$ cat config.mk
export PLATFORM = sky130hd
export DESIGN_NAME = bp_fe_fetch_replay_queue
export DESIGN_NICKNAME = d
export VERILOG_FILES = /design/src/rtl/bp_fe_fetch_replay_queue.sv
export SDC_FILE = /design/constraint.sdc
export NUM_CORES = 1
export LEC_CHECK = 0
export ABC_AREA = 1
export BUFFER_PORTS_ARGS = -buffer_cell sky130_fd_sc_hd__buf_2
export CAP_MARGIN = 5
export CORE_MARGIN = 2
export CORE_UTILIZATION = 40
export DETAILED_ROUTE_END_ITERATION = 12
export PLACE_DENSITY = 0.62
export RECOVER_POWER = 25
export SYNTH_ARGS = -nofsm -noshare
export SYNTH_HDL_FRONTEND = slang
export SYNTH_SLANG_ARGS = --single-unit
$ cat constraint.sdc
create_clock -name clk_i -period 4.79 [get_ports clk_i]
set_input_delay 0.7185 -clock clk_i [delete_from_list [all_inputs] [get_ports clk_i]]
set_output_delay 0.7185 -clock clk_i [all_outputs]
set_load 0.01 [all_outputs]
$ cat src/rtl/bp_fe_fetch_replay_queue.sv
// Fetch replay queue: FIFO with a speculative read pointer that can be rolled back
// to the commit pointer, so consumed-but-uncommitted entries can be replayed.
module bp_fe_fetch_replay_queue #(
  parameter int unsigned els_p   = 8,
  parameter int unsigned width_p = 64
) (
  input  logic                       clk_i,
  input  logic                       reset_i,
  input  logic                       clr_v_i,
  input  logic                       v_i,
  input  logic [width_p-1:0]         data_i,
  output logic                       ready_and_o,
  output logic                       v_o,
  output logic [width_p-1:0]         data_o,
  input  logic                       yumi_i,
  input  logic                       commit_v_i,
  input  logic                       roll_v_i,
  output logic                       empty_o,
  output logic [$clog2(els_p+1)-1:0] count_o
);

  localparam int unsigned idx_width_lp = $clog2(els_p);
  localparam int unsigned ptr_width_lp = idx_width_lp + 1;
  localparam int unsigned cnt_width_lp = $clog2(els_p + 1);

  typedef logic [ptr_width_lp-1:0] ptr_t;
  localparam ptr_t ptr_one = ptr_t'(1);

  ptr_t wptr_q, wptr_d;
  ptr_t rptr_q, rptr_d;
  ptr_t cptr_q, cptr_d;
  ptr_t used;

  logic [width_p-1:0] mem_q [els_p];

  logic full;
  logic enq;

  // Full when the index bits match but the wrap bits differ.
  assign full = (wptr_q[idx_width_lp-1:0] == cptr_q[idx_width_lp-1:0])
             && (wptr_q[idx_width_lp] != cptr_q[idx_width_lp]);

  assign ready_and_o = ~full;
  assign enq         = v_i & ready_and_o;
  assign v_o         = (rptr_q != wptr_q);
  assign data_o      = mem_q[rptr_q[idx_width_lp-1:0]];
  assign empty_o     = (wptr_q == cptr_q);
  assign used        = wptr_q - cptr_q;
  assign count_o     = cnt_width_lp'(used);

  always_comb begin
    wptr_d = wptr_q;
    rptr_d = rptr_q;
    cptr_d = cptr_q;
    if (clr_v_i) begin
      wptr_d = '0;
      rptr_d = '0;
      cptr_d = '0;
    end else begin
      if (enq)        wptr_d = wptr_q + ptr_one;
      if (commit_v_i) cptr_d = cptr_q + ptr_one;
      // Roll rewinds to the post-commit pointer and overrides any yumi.
      if (roll_v_i)    rptr_d = cptr_d;
      else if (yumi_i) rptr_d = rptr_q + ptr_one;
    end
  end

  always_ff @(posedge clk_i or posedge reset_i) begin
    if (reset_i) begin
      wptr_q <= '0;
      rptr_q <= '0;
      cptr_q <= '0;
    end else begin
      wptr_q <= wptr_d;
      rptr_q <= rptr_d;
      cptr_q <= cptr_d;
    end
  end

  // Payload storage is deliberately not reset.
  always_ff @(posedge clk_i) begin
    if (enq && !clr_v_i) begin
      mem_q[wptr_q[idx_width_lp-1:0]] <= data_i;
    end
  end

  always @(posedge clk_i) begin
    if (!reset_i && !clr_v_i) begin
      assert (!(commit_v_i && (cptr_q == rptr_q)));
      assert (!(yumi_i && !v_o));
    end
  end

endmodule

==> results.tsv <==
stage	metric	value	unit
critical_path	path_max_fanout	92	
detailed_routing	routedWlPerCell	18.8	um
logic_synthesis	netlist.area_leader.share	73.3	%
logic_synthesis	ys_seq_area_share	74.8	%
detailed_routing	drc_errors	0	
timing	min_period	3800	ps
layout	layout.nets	1896	
clocking	cts.sinks	524	
layout	final_util	46.2	%
timing	timing.final.ws_setup	989	ps
detailed_routing	drt_iter0_drc	1073	
timing	rsz0062_at_grt	false	
global_routing	grt.met3_usage	3.27	%
die	io-pin-count	142	
critical_path	crit_path_frequent_cell	nand2_1	
critical_path	worstPathRequired	4070	ps
power_and_ir_drop	vdd_drop_max	422	uV
layout	drive_above_1_share	11.3	%
placement	dp.cells	2444	
detailed_routing	firstDrtPassIters	5	
outcome	status	complete, no violations	
logic_synthesis	synth_area	21000	um^2
flow_run	maxCapViolCount	0	
timing	fmax	263	MHz
global_routing	grt_max_degree	142	
timing	tightest_slew	1080	ps
timing	relSlewSlack	28.2	%
global_routing	grt_pass1_wl	73.4	mm
layout	final_cells	2541	
die	die_area	54300	um^2
clocking	cts-resized-gates	0	
critical_path	cpPeakStageDelay	670	ps
logic_synthesis	synth_area_leaders	edfxtp_1 73%, nor2_1 7.2%, o21ai_1 4.7%, o21ai_0 4.5%, nand2_1 4.0%	
layout	syn_to_final_growth	13.7	%
placement	portBuffers	141	
clocking	cts_made_buffers	52	
timing	hold_violations	0	
worst_hold_path	holdCritPathClass	in -> async	
die	coreArea	51600	um^2
logic_synthesis	synthFlopType	edfxtp_1	
logic_synthesis	synth_nets	1784	
global_routing	antenna_found_initial	3	
critical_path	worstPathArrival	3080	ps
clocking	cts-root-buf	clkbuf_16	
critical_path	ff2ff_path_depth	10	
logic_synthesis	yosys-top-cells-count	512 x edfxtp_1, 402 x nor2_1, 223 x nand2_1	
power_and_ir_drop	powerDensity	426	nW/um^2
critical_path	cp_cell_sequence	inv_6, buf_4, nor2_1, o21ai_0, nand2_1, nand2_1, buf_2	
critical_path	reg2reg_from	wptr_q[0]	
critical_path	endpoint_kind	output pin	
global_routing	top_usage_layer	met2	
detailed_routing	wl	47.8	mm
timing	slew_violations	0	
placement	place_area	22300	um^2
power_and_ir_drop	p_leak	8.17	nW
logic_synthesis	synth.most_common_cell	edfxtp_1	
clocking	clockBufferDepth	3	
critical_path	ff2ff_setup_slack	1540	ps
detailed_routing	final_antenna_net_count	0	
critical_path	crit_path_start_kind	flip-flop	
logic_synthesis	yosysUniqueCellTypes	28	
global_routing	grt-ovfl-total	0	
logic_synthesis	async_reset_ff_share	2.29	%
global_routing	gr-usage-met2	28.8	%
logic_synthesis	ys_seq_elements	524	
global_routing	first_global_vias	12600	
logic_synthesis	syn_area_per_cell	12.3	um^2
logic_synthesis	synth_largest_area_cell	edfxtp_1	
placement	place_ws	1540	ps
detailed_routing	vias_per_cell	5.15	
placement	gp_congestion	0.770	
die	rows	83	
logic_synthesis	syn-instance-count	1706	
logic_synthesis	synth_edf_count	512	
critical_path	r2r_end	mem_q[7][52]	
clocking	post_cts_buffers	0	
clocking	holdBufCountCts	0	
die	die_x	233	um
placement	dp.final_hpwl	26.3	mm
clocking	path_clk_slew	60	ps
clocking	cts_tree	done	
die	start_util	40.6	%
timing	fin_crit_sh	79.4	%
critical_path	path_class	reg -> out	
clocking	cts-htree-levels	2	
timing	finClkSkew	13.7	ps
timing	setup_viol	0	
logic_synthesis	yosys_warnings	0	
detailed_routing	vias	13100	
clocking	clk_latency	590	ps
layout	fin_area	23800	um^2
global_routing	track_usage	17.5	%
global_routing	grt_use_met1	24.1	%
die	die_h	233	um
critical_path	cp_slowest_cell	dfrtp_4	
## flip-flops by register name (all words and copies together) (netlist names)
signal	count
wptr_q	4
rptr_q	4
cptr_q	4
mem_q	512
## cell type report
class | instances | area (um^2)
repair buffers | 163 | 931
clock inverters | 27 | 193
well taps | 680 | 851
diodes | 1 | 2.50
clock buffers | 69 | 1420
inverters | 17 | 68.8
fillers | 4602 | 27800
flip-flops and latches | 524 | 15700
multi-input cells | 1060 | 4690
## how the worst max path moves through the flow
stage	from	endpoint	slack [ps]	depth (start not counted)
after floorplan	wptr_q[0]	mem_q[0][0]	-70	10
after global placement	wptr_q[0]	mem_q[7][50]	1590	10
after detailed placement	wptr_q[0]	mem_q[7][50]	1540	10
after CTS	rptr_q[0]	data_o[4]	920	7
after global routing	rptr_q[0]	data_o[7]	740	7
final	rptr_q[0]	data_o[7]	990	7
## stage by stage
step	setup TNS, ps	hold WS, ps	power [mW]
after global routing	0	192	10.6
final	0	166	10.2
after CTS	0	154	10.3
after floorplan	-37210	511	5.98
after global placement	0	545	6.39
after detailed placement	0	547	6.40
## layer usage
layer	share of wire, %	up-vias
met5	0.056	-
met4	1.9	4
li1	-	6230
met1	45	6474
met3	4.9	66
met2	48	303
## placed cells by master, fill, tap and decap left out, types with 9 or more instances in the layout
master,synthesis,final
edfxtp_1,512,512
nor2_1,402,394
nand2_1,223,223
o21ai_1,198,198
o21ai_0,189,189
buf_2,13,99
clkbuf_1,60,56
clkbuf_16,0,54
nand3_1,20,20
inv_1,14,13
buf_4,8,13
clkinv_2,0,11
clkinv_1,0,10
dfrtp_1,12,9
buf_12,1,9
## worst max-delay path: cells and delay by family, from the launching register on
family / cells / cell delay (ps)
buffers and inverters: 3 / 1290
flip-flops: 1 / 670
AND/OR/NAND/NOR: 3 / 300
AO/OA/AOI/OAI: 1 / 180
## kinds of logic (layout without fill, tap and decap cells)
kind of cell	after synthesis	after routing	share of synthesized area (%)
flip-flops	524	524	74.8
other	0	1	0
AO/OA/AOI/OAI	391	391	9.34
buffers and inverters	122	276	3.17
AND/OR/NAND/NOR	653	653	11.9
XOR/XNOR	9	9	0.376
adder cells (fa/ha/maj)	7	7	0.453
## power breakdown
group	internal, mW	total, mW	switching (mW)
sequential	5.10	5.15	0.0469
combinational	0.354	1.14	0.784
clock	2.19	3.87	1.68
Power figures use the tool's default switching activity.
